$ cat src/rtl/keccak_padder_p.sv
// Keccak/SHA-3 input padder: packs message words into one RATE-bit block,
// applies pad10*1 with a configurable domain-separation suffix on the final
// word, and hands complete blocks to the permutation via buffer_full/f_ack.
module keccak_padder_p #(
  parameter int unsigned IN_W   = 32,
  parameter int unsigned RATE   = 1088,
  parameter logic [7:0]  SUFFIX = 8'h06,
  localparam int unsigned BN_W  = $clog2(IN_W / 8)
) (
  input  logic              clk,
  input  logic              reset,
  input  logic [IN_W-1:0]   in,
  input  logic              in_ready,
  input  logic              is_last,
  input  logic [BN_W-1:0]   byte_num,
  input  logic              f_ack,
  output logic              buffer_full,
  output logic [RATE-1:0]   out,
  output logic              out_ready
);

  localparam int unsigned W     = RATE / IN_W;
  localparam int unsigned CNT_W = $clog2(W + 1);
  localparam int unsigned NB    = IN_W / 8;

  typedef enum logic [1:0] {
    S_ACCEPT = 2'd0,
    S_FULL   = 2'd1,
    S_DONE   = 2'd2
  } state_e;

  state_e           state_q, state_d;
  logic [CNT_W-1:0] cnt_q, cnt_d;
  logic             last_q, last_d;
  logic             full_q, full_d;
  logic [RATE-1:0]  out_q, out_d;

  logic             accept_c;
  logic [IN_W-1:0]  word_c;

  // A word is taken only while collecting and the block is not yet full.
  assign accept_c = (state_q == S_ACCEPT) && in_ready && !full_q;

  // Final word: keep byte_num leading bytes, then the suffix, then zeros.
  always_comb begin
    word_c = in;
    if (is_last) begin
      for (int j = 0; j < int'(NB); j++) begin
        if (BN_W'(j) == byte_num) begin
          word_c[IN_W-1-8*j -: 8] = SUFFIX;
        end else if (BN_W'(j) > byte_num) begin
          word_c[IN_W-1-8*j -: 8] = 8'h00;
        end
      end
    end
  end

  // State register.
  always_ff @(posedge clk or negedge reset) begin
    if (!reset) begin
      state_q <= S_ACCEPT;
    end else begin
      state_q <= state_d;
    end
  end

  // Next-state logic.
  always_comb begin
    state_d = state_q;
    case (state_q)
      S_ACCEPT: begin
        if (accept_c && (is_last || cnt_q == CNT_W'(W - 1))) begin
          state_d = S_FULL;
        end
      end
      S_FULL: begin
        if (f_ack) begin
          state_d = last_q ? S_DONE : S_ACCEPT;
        end
      end
      S_DONE:  state_d = S_DONE;
      default: state_d = S_ACCEPT;
    endcase
  end

  // Datapath and flag next values.
  always_comb begin
    out_d  = out_q;
    cnt_d  = cnt_q;
    last_d = last_q;
    full_d = (state_d == S_FULL);
    case (state_q)
      S_ACCEPT: begin
        if (accept_c) begin
          for (int k = 0; k < int'(W); k++) begin
            if (CNT_W'(k) == cnt_q) begin
              out_d[RATE-1-k*IN_W -: IN_W] = word_c;
            end else if (is_last && (CNT_W'(k) > cnt_q)) begin
              out_d[RATE-1-k*IN_W -: IN_W] = '0;
            end
          end
          cnt_d = cnt_q + CNT_W'(1);
          if (is_last) begin
            last_d     = 1'b1;
            out_d[7:0] = out_d[7:0] | 8'h80;
          end
        end
      end
      S_FULL: begin
        if (f_ack) begin
          out_d = '0;
          cnt_d = '0;
        end
      end
      S_DONE: begin
        out_d = '0;
      end
      default: begin
        out_d = '0;
        cnt_d = '0;
      end
    endcase
  end

  // Datapath and flag registers.
  always_ff @(posedge clk or negedge reset) begin
    if (!reset) begin
      out_q  <= '0;
      cnt_q  <= '0;
      last_q <= 1'b0;
      full_q <= 1'b0;
    end else begin
      out_q  <= out_d;
      cnt_q  <= cnt_d;
      last_q <= last_d;
      full_q <= full_d;
    end
  end

  assign out         = out_q;
  assign buffer_full = full_q;
  assign out_ready   = full_q;

endmodule

$ cat config.mk
export PLATFORM = sky130hd
export DESIGN_NAME = keccak_padder_p
export DESIGN_NICKNAME = d
export VERILOG_FILES = /design/src/rtl/keccak_padder_p.sv
export SDC_FILE = /design/constraint.sdc
export NUM_CORES = 2
export LEC_CHECK = 0
export BUFFER_PORTS_ARGS = -buffer_cell sky130_fd_sc_hd__buf_4
export CORE_AREA = 4 4 439 441
export DETAILED_ROUTE_END_ITERATION = 7
export DIE_AREA = 0 0 443 445
export PLACE_DENSITY = 0.38
export SYNTH_ARGS = -nofsm -noshare
export SYNTH_HDL_FRONTEND = slang
export SYNTH_SLANG_ARGS = --single-unit
$ cat constraint.sdc
create_clock -name clk -period 2.9 [get_ports clk]
set_clock_uncertainty 0.05 [all_clocks]
set_input_delay 0.145 -clock clk [delete_from_list [all_inputs] [get_ports clk]]
set_output_delay 0.145 -clock clk [all_outputs]
set_load 0.02 [all_outputs]
# After elaboration in Yosys (flattened, before gate mapping)
# Cells that the tools add are included.
[word_totals]
register_bits = 1098
latch_bits = 0
ram_bits = 0
romBits = 0
in_bits = 39
output_inout_bits = 1090
memories = 0
[classes]
add_sub_neg = 1
mul = 0
div_mod_pow = 0
order_cmp = 38
n_eq_ne = 77
shifts = 0
n_mux = 88
bitwise = 1
reduce_logical = 80
[op_table]
columns = ["op", "n"]
rows = [
  ["2-to-1 mux 32 bit", 69],
  ["2-to-1 mux 1088 bit", 2],
  ["one-hot mux 1088 bit (2 select lines)", 1],
  ["AND reduction 3 bit", 37],
  ["!= test 3 x 1 -> 1 bit, second input constant", 34],
  ["== test 5 x 6 -> 1 bit, first input constant", 16],
  ["greater-than comparator 5 x 6 -> 1 bit, first input constant", 16],
  ["2-to-1 mux 8 bit", 9],
  ["== test 4 x 6 -> 1 bit, first input constant", 8],
  ["greater-than comparator 4 x 6 -> 1 bit, first input constant", 8],
  ["logical AND 1 bit", 37],
  ["== test 3 x 6 -> 1 bit, first input constant", 4],
  ["greater-than comparator 3 x 6 -> 1 bit, first input constant", 4],
  ["one-hot mux 6 bit (3 select lines)", 1],
  ["== test 2 x 6 -> 1 bit, first input constant", 2],
  ["== test 6 bit, first input constant", 2],
  ["greater-than comparator 1 x 6 -> 1 bit, first input constant", 2],
  ["greater-than comparator 2 x 6 -> 1 bit, first input constant", 2],
  ["greater-than comparator 6 bit, first input constant", 2],
  ["2-to-1 mux 6 bit", 2],
  ["adder 6 x 1 -> 6 bit, second input constant", 1],
  ["== test 1 x 6 -> 1 bit, first input constant", 1],
  ["== test 6 bit, second input constant", 1],
  ["logical NOT 6 bit", 1],
  ["other kinds (15)", 23],
]

# Longest topological paths before layout
[logic_depth]
ltp_word = 8
ltp_mapped = 10

# Worst setup path after synthesis
# Ideal clock, no wire load.
[synth_timing]
kind = "reg-to-reg"
from = "register cnt_q[1]"
to = "register out_q[825], in the netlist out[825]"
setup_ns = 0.121
t_arrival_ns = 2.400
required_time_ns = 2.729
path_slack_ns = 0.329
stages_incl_launch_ff = 11
synth_period_minus_slack_ns = 2.571
path_cell_list = "dfrtp_1 > clkbuf_1 > buf_2 > inv_1 > ha_1 > or3b_1 > clkbuf_1 > nor2_1 > o21ai_1 > clkbuf_1 > a22o_1"
[synth_via]
elab_chain_cells = 4
elab_cells_between_ends = 8
classes_between = "1 x order compare; 2 x eq/ne; 3 x mux; 2 x reduce/logical"
[synth_rtl]
columns = ["element", "line_no", "text"]
rows = [
  ["start: declaration", "33", "logic [CNT_W-1:0] cnt_q, cnt_d;"],
  ["start signal: assignment", "134", "cnt_q <= cnt_d;"],
  ["greater-than comparator 4 x 6 -> 1 bit / == test 4 x 6 -> 1 bit (equally long branches)", "98, 96", ""],
  ["logical AND 1 bit / 2-to-1 mux 32 bit (equally long branches)", "98, 96", ""],
  ["!= test 3 x 1 -> 1 bit (no source line) / 2-to-1 mux 1088 bit (equally long branches)", "--", ""],
  ["AND reduction 3 bit (no source line) / one-hot mux 1088 bit (2 select lines) (equally long branches)", "--", ""],
  ["end signal: assignment", "133", "out_q <= out_d;"],
  ["end: declaration", "36", "logic [RATE-1:0] out_q, out_d;"],
]
# Several ways; a longest one is shown, not always the timed one. The select of a mux whose other input is x is not followed.
# A chain may end at the register's enable or synchronous reset.

# Worst setup path in the final report
[layout_timing]
from = "register cnt_q[3]"
to = "register out_q[7], in the netlist out[7]"
[layout_via]
elab_chain_cells = 5
elab_cells_between_ends = 9
classes_between = "1 x order compare; 2 x eq/ne; 4 x mux; 2 x reduce/logical"
[layout_rtl]
columns = ["element"]
rows = [
  ["parallel branches: the longest is 5 deep, another holds greater-than comparator 6 bit"],
]
# Parallel ways; which one is timed is not known. The select of a mux whose other input is x is not followed.

==> results.toml <==
[clock_tree]
clkSlewWorstSetupHoldPaths_ns = 0.06
clock_latency_ns = 0.77
ctsLongestPathBuffers = 3
post-cts-setup-buffer-count = 0
cts_tree = "yes"
clock_tree_sinks = 1098
cts_made_buffers = 134
clock_tree.root_cell = "sky130_fd_sc_hd__clkbuf_16"
cts_htree_levels = 4

[grt]
grt.busiest_layer = "met2"
groute.layer.met1.usage_pct = 28.6
pin_count_of_the_biggest_net_entering_global_routing = 69
grt_first_pass_wirelength_mm = 310
global_route.usage.met3_pct = 5.71
first_global_vias = 33100
grt_antenna_before_repair = 8
groute.layer.met2.usage_pct = 37.2
globalRouteTotalUtil_pct = 22.7
grt_remaining_overflow = 0

[logic_synthesis]
seq_area_frac_synth_pct = 68.2
synthDominantAreaCellType = "sky130_fd_sc_hd__dfrtp_1"
synth.top_cells.by_area = "sky130_fd_sc_hd__dfrtp_1 (68%), sky130_fd_sc_hd__a22o_1 (11%), sky130_fd_sc_hd__o2bb2ai_1 (11%)"
postSynthRegisterBits = 1098
synth.cell_area_um2 = 40300
ys_async_sr_fraction_pct = 100
synth.lib_cells_used.distinct = 63
synth_top_flop_cell = "sky130_fd_sc_hd__dfrtp_1"
post-synth-top-count-cell = "sky130_fd_sc_hd__dfrtp_1"
synth-edff-count = 0
syn_inst = 2871
synth.top_cell.area_share_pct = 68.2
synthesized_net_count = 2913
post_synth_most_frequent_cells = "sky130_fd_sc_hd__dfrtp_1 (1098), sky130_fd_sc_hd__a22o_1 (523), sky130_fd_sc_hd__o2bb2ai_1 (506)"
avg_synthesized_cell_area_um2 = 14.0
synth-warning-count = 0

[worst_hold_path]
hold_path_startpoint = "byte_num[1]"
kind_of_path_behind_the_tightest_hold_check = "primary input to flip-flop"
min_delay_path_depth = 4
min_to = "out[1032]$_DFFE_PN0P_"

[floorplanning]
vert_die_dim_um = 445
floorplan.initialDensity_pct = 21.3
die_area_um2 = 197000
placementRows = 160
boundaryPins = 1129
die_w_um = 443
placeableCoreArea_um2 = 189000

[sta]
highest_attainable_clock_frequency_mhz = 362
period_share_pct = 95.3
grt_setup_unrepaired = "no"
final_critical_path_setup_slack_ns = 0.138
post_route_setup_tns_ns = 0
max_slew.worst_pin.slew_ns = 1.20
worst_slew_margin_rel_pct = 19.7
final_max_slew_viol_count = 0
finalCriticalPeriod_ns = 2.76
final-setup-viol-count = 0
hold_violations = 0
fin_hold_ws_ns = 0.0958

[place]
gp_congestion = 0.814
io_buffers = 1128
place_hpwl_mm = 162
preCtsSetupSlack_ns = 0.112
placement.cell_area_um2 = 53700

[drt]
detail_route.drc_violations = 0
via_count = 32700
wl_mm = 232
final_antenna_net_count = 0
drt-wirelength-per-cell_um = 34.4
detail_route.first_pass.iterations = 7
detail_route.iter0.violations = 2302
via_per_inst = 4.87

[final_layout]
fin_area_um2 = 58400
area_growth_syn_to_layout_pct = 44.9
fillerInstances = 19200
final_net_count = 4142
drive_above_1_share_pct = 40.0

[run_status]
outcome = "finished, final reports clean"

[setup_path]
worst-r2r-setup-slack_ns = 0.14
reg2reg_from = "cnt_q[3]$_DFFE_PN0P_"
timing.critical_path.required_ns = 3.50
worstSetupStartpointType = "flip-flop"
timing.critical_path.arrival_ns = 3.36
worst_setup_path_end_kind = "flip-flop"
worst_case_reg_to_reg_path_depth = 8
path_class = "flip-flop to flip-flop"
critPathMaxFanout = 15
r2r_end = "out[7]$_DFFE_PN0P_"

[power]
peakVddDrop_uv = 493
leakagePower_uw = 0.0284
power.density_nw_per_um2 = 838

[flow_run]
max_cap_viol_count = 0
[worst max-delay path, stage by stage (launching register included)]
cell	delay (ns)
sky130_fd_sc_hd__dfrtp_1	0.45
sky130_fd_sc_hd__buf_4	0.23
sky130_fd_sc_hd__nor3_1	0.42
sky130_fd_sc_hd__buf_4	0.21
sky130_fd_sc_hd__nand4b_1	0.13
sky130_fd_sc_hd__buf_4	0.24
sky130_fd_sc_hd__nor4_1	0.26
sky130_fd_sc_hd__nor3_1	0.08
sky130_fd_sc_hd__dlygate4sd3_1	0.56
[cell usage in the layout (no fill, tap or decap), types with 29 or more instances in the layout]
cell type / instances
sky130_fd_sc_hd__nand2_1: 36
sky130_fd_sc_hd__o2bb2ai_1: 506
sky130_fd_sc_hd__buf_4: 1335
sky130_fd_sc_hd__buf_12: 45
sky130_fd_sc_hd__nand3_1: 33
sky130_fd_sc_hd__a22o_1: 523
sky130_fd_sc_hd__dlygate4sd3_1: 42
sky130_fd_sc_hd__clkbuf_16: 134
sky130_fd_sc_hd__nor2_1: 29
sky130_fd_sc_hd__dfrtp_1: 1097
sky130_fd_sc_hd__clkbuf_1: 44
[layer usage]
metal | vias to the layer above | share of wire [%]
met5 | - | 0
met4 | 0 | 4.5
met3 | 285 | 6.3
met2 | 1272 | 48
met1 | 17700 | 41
li1 | 13500 | -
[sequential cells by signal, summed over array words and instances (netlist names)]
name         count
state_q          2
out           1088
buffer_full      1
last_q           1
cnt_q            6
[what timing repair did]
| action | CTS | global route |
|---|---|---|
| gates resized for setup | 0 | 0 |
| hold buffers | 42 | 0 |
| hold endpoints to repair | 742 | 0 |
[power breakdown]
group | switching (uW) | leakage (uW) | internal (uW)
Clock | 7200 | 0.00211 | 9590
Combinational | 11700 | 0.0109 | 3890
Sequential | 515 | 0.0153 | 16000
Total | 19400 | 0.0284 | 29500
[final cells by class]
type                       instances  area (um2)  area share, %
antenna                            5        12.5         0.0214
multi-input combinational       1438       12100           20.7
inverter                           5        18.8         0.0321
clock buffer                     201        3830           6.57
sequential                      1098       27500           47.0
timing repair buffer            1423       11400           19.4
tap                             2511        3140           5.38
clock inverter                    41         454          0.778
[metrics by stage]
stage	util (%)	instances	total power (uW)
after global routing	30.9	6718	50700
after global placement	28.4	6433	32700
final	30.9	6722	48900
after detailed placement	28.4	6433	32600
after floorplan	-	2871	22900
after CTS	30.9	6717	49700
[logic make-up (layout without fill, tap and decap cells)]
group                      count (synthesis)  count (layout)  synth area share [%]
DFF                                     1098            1098                  68.2
buffers and inverters                    335            1670                  3.23
xor gates and xnor gates                   3               3                0.0652
adders and majority gates                  3               3                0.0932
AOI/OAI and AO/OA                       1158            1158                  24.6
and+or+nand+nor                          254             254                  3.29
other                                      0               5                     0
muxes                                     20              20                 0.550
[how the worst max path moves through the flow]
stage / endpoint / from / slack [ns] / cells after the start
floorplan: out[825]$_DFFE_PN0P_ / cnt_q[1]$_DFFE_PN0P_ / 0.33 / 10
detailed placement: out[423]$_DFFE_PN0P_ / state_q[0]$_DFF_PN0_ / 0.11 / 4
finish: out[7]$_DFFE_PN0P_ / cnt_q[3]$_DFFE_PN0P_ / 0.14 / 8
global placement: out[895]$_DFFE_PN0P_ / cnt_q[0]$_DFFE_PN0P_ / 0.20 / 9
global route: out[7]$_DFFE_PN0P_ / cnt_q[3]$_DFFE_PN0P_ / 0.03 / 8
CTS: out[359]$_DFFE_PN0P_ / state_q[0]$_DFF_PN0_ / 0.13 / 4
No activity file was read; power rests on OpenSTA's default activity.
